--- config.mk ---
export PLATFORM = sky130hd
export DESIGN_NAME = ps2_key_decoder_flat
export DESIGN_NICKNAME = d
export VERILOG_FILES = /design/src/rtl/ps2_key_decoder_if.sv /design/src/rtl/ps2_key_decoder.sv /design/src/flat_wrapper.sv
export SDC_FILE = /design/constraint.sdc
export NUM_CORES = 1
export LEC_CHECK = 0
export ABC_AREA = 1
export CAP_MARGIN = 40
export CORE_ASPECT_RATIO = 2
export CORE_MARGIN = 2
export CORE_UTILIZATION = 57
export DETAILED_ROUTE_END_ITERATION = 6
export GPL_ROUTABILITY_DRIVEN = 0
export PLACE_DENSITY = 0.78
export SETUP_SLACK_MARGIN = 0.05
export SYNTH_ARGS = -nofsm -noshare
export SYNTH_HDL_FRONTEND = slang
export SYNTH_SLANG_ARGS = --single-unit
--- constraint.sdc ---
create_clock -name clk -period 1.5 [get_ports clk]
set_input_delay 0.45 -clock clk [delete_from_list [all_inputs] [get_ports clk]]
set_output_delay 0.45 -clock clk [all_outputs]
set_load 0.02 [all_outputs]
--- src/rtl/ps2_key_decoder_if.sv ---
// Key-event bus from the PS/2 decoder to the player-control logic.
// The decoder drives the master side and game logic listens on the slave side.
interface ps2_key_decoder_if #(
  parameter int NUM_KEYS = 10
);
  logic [7:0]          code;
  logic                code_ext;
  logic                code_brk;
  logic                code_valid;
  logic [NUM_KEYS-1:0] key_held;
  logic                frame_err;

  modport master (
    output code,
    output code_ext,
    output code_brk,
    output code_valid,
    output key_held,
    output frame_err
  );

  modport slave (
    input code,
    input code_ext,
    input code_brk,
    input code_valid,
    input key_held,
    input frame_err
  );
endinterface

--- src/rtl/ps2_key_decoder.sv ---
// PS/2 keyboard receiver: synchronise and filter the lines, frame bytes, strip E0/F0
// prefixes into one event per key action, and track held state for a table of game keys.
module ps2_key_decoder #(
  parameter int                    NUM_KEYS    = 10,
  parameter logic [NUM_KEYS*9-1:0] KEYMAP      = {9'h00D, 9'h023, 9'h01B, 9'h01C, 9'h01D,
                                                  9'h029, 9'h174, 9'h16B, 9'h172, 9'h175},
  parameter int                    FILTER_LEN  = 8,
  parameter int                    TIMEOUT_CYC = 5000
) (
  input  logic              clk,
  input  logic              rst_n,
  input  logic              ps2_clk,
  input  logic              ps2_data,
  ps2_key_decoder_if.master evt
);

  localparam int              TOW   = $clog2(TIMEOUT_CYC + 1);
  localparam logic [7:0]      FLIM  = 8'(FILTER_LEN - 1);
  localparam logic [TOW-1:0]  TOLIM = TOW'(TIMEOUT_CYC - 1);

  typedef enum logic [1:0] {
    ST_IDLE   = 2'd0,
    ST_DATA   = 2'd1,
    ST_PARITY = 2'd2,
    ST_STOP   = 2'd3
  } state_e;

  function automatic logic odd_parity_ok(input logic [7:0] d, input logic p);
    return ^{d, p};
  endfunction

  // index 0 = ps2_clk, index 1 = ps2_data
  logic [1:0]          sync1_q, sync1_d;
  logic [1:0]          sync2_q, sync2_d;
  logic [1:0]          filt_q, filt_d;
  logic [7:0]          fcnt_q [2];
  logic [7:0]          fcnt_d [2];
  logic                clk_prev_q, clk_prev_d;

  state_e              state_q, state_d;
  logic [2:0]          bit_cnt_q, bit_cnt_d;
  logic [7:0]          shift_q, shift_d;
  logic                par_q, par_d;
  logic [TOW-1:0]      to_cnt_q, to_cnt_d;
  logic                byte_done_q, byte_done_d;
  logic                frame_err_q, frame_err_d;

  logic                ext_pend_q, ext_pend_d;
  logic                brk_pend_q, brk_pend_d;
  logic [7:0]          code_q, code_d;
  logic                code_ext_q, code_ext_d;
  logic                code_brk_q, code_brk_d;
  logic                code_valid_q, code_valid_d;
  logic [NUM_KEYS-1:0] key_held_q, key_held_d;

  logic                fall_s;
  logic                data_s;
  logic                timeout_s;

  // A filtered line only follows the synchronised input after FILTER_LEN agreeing samples.
  always_comb begin
    sync1_d    = {ps2_data, ps2_clk};
    sync2_d    = sync1_q;
    clk_prev_d = filt_q[0];
    filt_d     = filt_q;
    for (int i = 0; i < 2; i++) begin
      fcnt_d[i] = 8'd0;
      if (sync2_q[i] != filt_q[i]) begin
        if (fcnt_q[i] == FLIM) begin
          filt_d[i] = sync2_q[i];
          fcnt_d[i] = 8'd0;
        end else begin
          fcnt_d[i] = fcnt_q[i] + 8'd1;
        end
      end else begin
        fcnt_d[i] = 8'd0;
      end
    end
  end

  assign fall_s    = clk_prev_q & ~filt_q[0];
  assign data_s    = filt_q[1];
  assign timeout_s = (state_q != ST_IDLE) && !fall_s && (to_cnt_q == TOLIM);

  always_comb begin
    state_d     = state_q;
    bit_cnt_d   = bit_cnt_q;
    shift_d     = shift_q;
    par_d       = par_q;
    byte_done_d = 1'b0;
    frame_err_d = 1'b0;
    if ((state_q == ST_IDLE) || fall_s || timeout_s) begin
      to_cnt_d = '0;
    end else begin
      to_cnt_d = to_cnt_q + TOW'(1);
    end

    case (state_q)
      ST_IDLE: begin
        if (fall_s && !data_s) begin
          state_d   = ST_DATA;
          bit_cnt_d = 3'd0;
        end else begin
          state_d = ST_IDLE;
        end
      end
      ST_DATA: begin
        if (fall_s) begin
          shift_d   = {data_s, shift_q[7:1]};
          bit_cnt_d = bit_cnt_q + 3'd1;
          if (bit_cnt_q == 3'd7) begin
            state_d = ST_PARITY;
          end else begin
            state_d = ST_DATA;
          end
        end else begin
          state_d = ST_DATA;
        end
      end
      ST_PARITY: begin
        if (fall_s) begin
          par_d   = data_s;
          state_d = ST_STOP;
        end else begin
          state_d = ST_PARITY;
        end
      end
      ST_STOP: begin
        if (fall_s) begin
          if (data_s && odd_parity_ok(shift_q, par_q)) begin
            byte_done_d = 1'b1;
          end else begin
            frame_err_d = 1'b1;
          end
          state_d = ST_IDLE;
        end else begin
          state_d = ST_STOP;
        end
      end
      default: begin
        state_d = ST_IDLE;
      end
    endcase

    // A fall in the same cycle keeps timeout_s low, so the fall always wins.
    if (timeout_s) begin
      state_d     = ST_IDLE;
      frame_err_d = 1'b1;
    end else begin
      frame_err_d = frame_err_d;
    end
  end

  // Prefix/event stage works on the completed byte still sitting in shift_q.
  always_comb begin
    ext_pend_d   = ext_pend_q;
    brk_pend_d   = brk_pend_q;
    code_d       = code_q;
    code_ext_d   = code_ext_q;
    code_brk_d   = code_brk_q;
    code_valid_d = 1'b0;
    key_held_d   = key_held_q;

    if (frame_err_q) begin
      ext_pend_d = 1'b0;
      brk_pend_d = 1'b0;
    end else if (byte_done_q) begin
      case (shift_q)
        8'hE0: begin
          ext_pend_d = 1'b1;
        end
        8'hF0: begin
          brk_pend_d = 1'b1;
        end
        8'hAA, 8'hFA, 8'hFE, 8'hEE, 8'hE1, 8'h00, 8'hFF: begin
          ext_pend_d = 1'b0;
          brk_pend_d = 1'b0;
        end
        default: begin
          code_valid_d = 1'b1;
          code_d       = shift_q;
          code_ext_d   = ext_pend_q;
          code_brk_d   = brk_pend_q;
          ext_pend_d   = 1'b0;
          brk_pend_d   = 1'b0;
          for (int i = 0; i < NUM_KEYS; i++) begin
            if (KEYMAP[9*i +: 9] == {ext_pend_q, shift_q}) begin
              key_held_d[i] = ~brk_pend_q;
            end else begin
              key_held_d[i] = key_held_q[i];
            end
          end
        end
      endcase
    end else begin
      code_valid_d = 1'b0;
    end
  end

  always_ff @(posedge clk) begin
    if (!rst_n) begin
      sync1_q      <= 2'b11;
      sync2_q      <= 2'b11;
      filt_q       <= 2'b11;
      fcnt_q[0]    <= 8'd0;
      fcnt_q[1]    <= 8'd0;
      clk_prev_q   <= 1'b1;
      state_q      <= ST_IDLE;
      bit_cnt_q    <= 3'd0;
      shift_q      <= 8'd0;
      par_q        <= 1'b0;
      to_cnt_q     <= '0;
      byte_done_q  <= 1'b0;
      frame_err_q  <= 1'b0;
      ext_pend_q   <= 1'b0;
      brk_pend_q   <= 1'b0;
      code_q       <= 8'd0;
      code_ext_q   <= 1'b0;
      code_brk_q   <= 1'b0;
      code_valid_q <= 1'b0;
      key_held_q   <= '0;
    end else begin
      sync1_q      <= sync1_d;
      sync2_q      <= sync2_d;
      filt_q       <= filt_d;
      fcnt_q[0]    <= fcnt_d[0];
      fcnt_q[1]    <= fcnt_d[1];
      clk_prev_q   <= clk_prev_d;
      state_q      <= state_d;
      bit_cnt_q    <= bit_cnt_d;
      shift_q      <= shift_d;
      par_q        <= par_d;
      to_cnt_q     <= to_cnt_d;
      byte_done_q  <= byte_done_d;
      frame_err_q  <= frame_err_d;
      ext_pend_q   <= ext_pend_d;
      brk_pend_q   <= brk_pend_d;
      code_q       <= code_d;
      code_ext_q   <= code_ext_d;
      code_brk_q   <= code_brk_d;
      code_valid_q <= code_valid_d;
      key_held_q   <= key_held_d;
    end
  end

  assign evt.code       = code_q;
  assign evt.code_ext   = code_ext_q;
  assign evt.code_brk   = code_brk_q;
  assign evt.code_valid = code_valid_q;
  assign evt.key_held   = key_held_q;
  assign evt.frame_err  = frame_err_q;

endmodule
--- src/flat_wrapper.sv ---
// flat-port wrapper written by rule: the top's interface ports become plain ports
module ps2_key_decoder_flat 
#(
  parameter int                    NUM_KEYS    = 10,
  parameter logic [NUM_KEYS*9-1:0] KEYMAP      = {9'h00D, 9'h023, 9'h01B, 9'h01C, 9'h01D,
                                                  9'h029, 9'h174, 9'h16B, 9'h172, 9'h175},
  parameter int                    FILTER_LEN  = 8,
  parameter int                    TIMEOUT_CYC = 5000
)
  (clk, rst_n, ps2_clk, ps2_data, evt_code, evt_code_ext, evt_code_brk, evt_code_valid, evt_key_held, evt_frame_err);
  ps2_key_decoder_if #(.NUM_KEYS(NUM_KEYS)) evt_i ();
  input  logic clk;
  input  logic rst_n;
  input  logic ps2_clk;
  input  logic ps2_data;
  output wire logic [$bits(evt_i.code)-1:0] evt_code;
  output wire logic [$bits(evt_i.code_ext)-1:0] evt_code_ext;
  output wire logic [$bits(evt_i.code_brk)-1:0] evt_code_brk;
  output wire logic [$bits(evt_i.code_valid)-1:0] evt_code_valid;
  output wire logic [$bits(evt_i.key_held)-1:0] evt_key_held;
  output wire logic [$bits(evt_i.frame_err)-1:0] evt_frame_err;
  assign evt_code = evt_i.code;
  assign evt_code_ext = evt_i.code_ext;
  assign evt_code_brk = evt_i.code_brk;
  assign evt_code_valid = evt_i.code_valid;
  assign evt_key_held = evt_i.key_held;
  assign evt_frame_err = evt_i.frame_err;
  ps2_key_decoder #(.NUM_KEYS(NUM_KEYS), .KEYMAP(KEYMAP), .FILTER_LEN(FILTER_LEN), .TIMEOUT_CYC(TIMEOUT_CYC)) u_core (.clk(clk), .rst_n(rst_n), .ps2_clk(ps2_clk), .ps2_data(ps2_data), .evt(evt_i));
endmodule
==> results_dict.tcl <==
set metrics [dict create \
    run_status "finished, violations left" \
    failed_checks "setup timing" \
    syn_to_final_growth_pct 34.4 \
    fillers 408 \
    dieArea_sq_um 6910 \
    grt_pass1_vias 3262 \
    fin_setup_tns_ns -0.0560 \
    final_cell_mix "nand2_1 (79), nor2_1 (61), dfxtp_1 (61), inv_1 (49), buf_4 (48)" \
    path_class "register to register" \
    first_iter_violations 250 \
    numCtsBuffers 9 \
    critPathMaxFanout 6 \
    die_width_microns 59.8 \
    grt_pass1_wl_mm 13.6 \
    synthSimpleGateAreaFrac_pct 35.0 \
    synth_xor_area_share_pct 2.22 \
    synth-adder-area-share_pct 1.76 \
    critPathCaptureType "register" \
    critPathRequiredTime_ns 1.77 \
    arrival_ns 1.80 \
    synth_area_sq_um 3550 \
    synth_nets 499 \
    dr.pass1.iters 5 \
    htreeDepth 3 \
    min_period_over_period_pct 102 \
    synth_mux_area_share_pct 0 \
    ios 26 \
    place_area_sq_um 4060 \
    hpwl_mm 5.68 \
    synth_cell_type_count 30 \
    total_power_mw 4.11 \
    viasPerCell 5.51 \
    global_route.usage.total_pct 25.9 \
    maxCapViolCount 0 \
    utilization_pct 79.4 \
    min_period_ns 1.53 \
    drt_wl_total_mm 9.47 \
    synth_top_area_cell "dfxtp_1" \
    rsz0062_at_grt "true" \
    ir_drop_mv 0.821 \
    num_rows 40 \
    yosysWarnings 0 \
    hold_viol_final 0 \
    cts.path.max_buffers 2 \
    layout-drive-gt1-share_pct 31.9 \
    vias 3488 \
    skew_ns 0.00474 \
    fin_area_sq_um 4770 \
    hp-class "register to register" \
    final-setup-viol-count 3 \
    fp.coreArea_sq_um 6010 \
    power_density_nw_per_um2 862 \
    antenna_cells 0 \
    initial_core_util_pct 59.0 \
    synth_top_area_share_pct 42.3 \
    layout_setup_ws_ns -0.0300 \
    port_buffers 25 \
    overflow 0 \
    grt_max_degree 25 \
    clock_latency_ns 0.34 \
    cts_tree "yes" \
    synth_compound_area_share_pct 8.93 \
    drc 0 \
    worst_pin_slew_ns 0.390 \
    synth_area_per_cell_sq_um 7.24 \
    fmax_mhz 654 \
    cellLeakagePower_nw 1.90 \
    cts_root_buf "clkbuf_16" \
    synth_area_leaders "dfxtp_1 (42%), nand2_1 (9.6%), nor2_1 (7.8%)" \
    synth_top_family_by_area "simple AND/OR/NAND/NOR gates" \
    place_ws_ns -0.323 \
    final_common_cell "nand2_1" \
    clk_pin_slew_ns 0.06 \
    synthCells 490 \
    nets 575 \
    antenna_found_initial 0 \
    clock_sinks 75 \
    die_h_microns 116 \
    ys_seq_elements 75 \
    slew-limit-headroom_pct 74.0 \
    maxSlewViolCount 0 \
    avgRoutedWirePerCell_microns 15.0 \
    critPathLaunchType "register" \
    synth.yosys.seq_area_share_pct 42.3 \
    ant_nets 0 \
]
## power breakdown
part	internal (mW)	leakage, nW	switching [mW]
clock	1.27	0.136	0.784
combinational	0.0262	1.15	0.0345
sequential	1.99	0.614	0.00322
## per-stage QoR
step / cells / hold slack [ns]
after detailed placement: 603 / 0.403
after global routing: 633 / 0.428
after CTS: 626 / 0.416
after floorplan: 490 / 0.393
final: 633 / 0.414
after global placement: 603 / 0.399
## critical path, cell delays in order, from the launching register on
cell and delay, ns:
dfxtp_4 0.38, inv_4 0.06, nand2_4 0.10, nor2_4 0.05
nand2_2 0.08, nand2_4 0.09, nor2_8 0.24, clkbuf_16 0.19
nand3_1 0.10, a21oi_1 0.17
## flip-flops by register name, summed over array words and instances, names as in the netlist, 2 cells and up
| register | flops |
|---|---|
| u_core.evt.key_held | 10 |
| u_core.sync2_q | 2 |
| u_core.evt.code | 8 |
| u_core.sync1_q | 2 |
| u_core.to_cnt_q | 13 |
| u_core.state_q | 2 |
| u_core.bit_cnt_q | 3 |
| u_core.fcnt_q | 16 |
| u_core.filt_q | 2 |
| u_core.shift_q | 8 |
## kinds of logic after synthesis
family | after synthesis
xor+xnor | 9
fa+ha+maj | 5
flops | 75
simple gates | 261
buf+inv | 77
compound gates | 63
## final timing paths
path	from	end	slack (ns)	depth (start not counted)
worst max-delay path	u_core.shift_q[0]	u_core.evt.code[5]	-0.03	9
worst min-delay path	u_core.sync1_q[0]	u_core.sync2_q[0]	0.41	1
worst max register to register	u_core.shift_q[0]	u_core.evt.code[5]	-0.03	9
worst min register to register	u_core.sync1_q[0]	u_core.sync2_q[0]	0.41	1
## timing repair
action,CTS,global route
pin swaps,13,42
setup endpoints to repair,58,62
hold buffers,0,0
gates resized for setup,77,86
gates cloned,2,1
buffers inserted,6,7
## Yosys cell counts
master	number
nand2_2	10
nor2_4	2
clkinv_1	1
nand2_1	91
xnor2_1	2
nand3b_1	3
ha_1	5
nor3_1	13
or2_1	1
a31oi_1	1
inv_1	56
a21oi_1	38
nor3b_1	5
dfxtp_1	75
nand4_1	14
nor4_1	3
o21ai_1	3
nand3_1	29
clkbuf_1	4
or2_2	6
nand2_4	5
inv_2	5
xor2_1	7
buf_6	7
nor2_1	74
o21ai_0	21
buf_2	4
or2_0	1
nor2_8	2
nor2_2	2
## cell type report
cell class / instances / area [sq um] / area share [%]
clock inverter: 3 / 40.0 / 0.840
timing repair buffer: 78 / 643 / 13.5
sequential: 75 / 1540 / 32.2
tap: 63 / 78.8 / 1.65
inverter: 62 / 238 / 4.99
multi-input combinational: 340 / 1990 / 41.8
clock buffer: 12 / 236 / 4.96
## per-layer routing
metal	wire [microns]	track usage [%]	vias to the layer above
li1	-	-	1726
met1	3260	23.8	1619
met2	5340	48.3	110
met3	498	6.70	33
met4	370	15.3	0
met5	0	0	-
(Power assumes the default switching activity.)
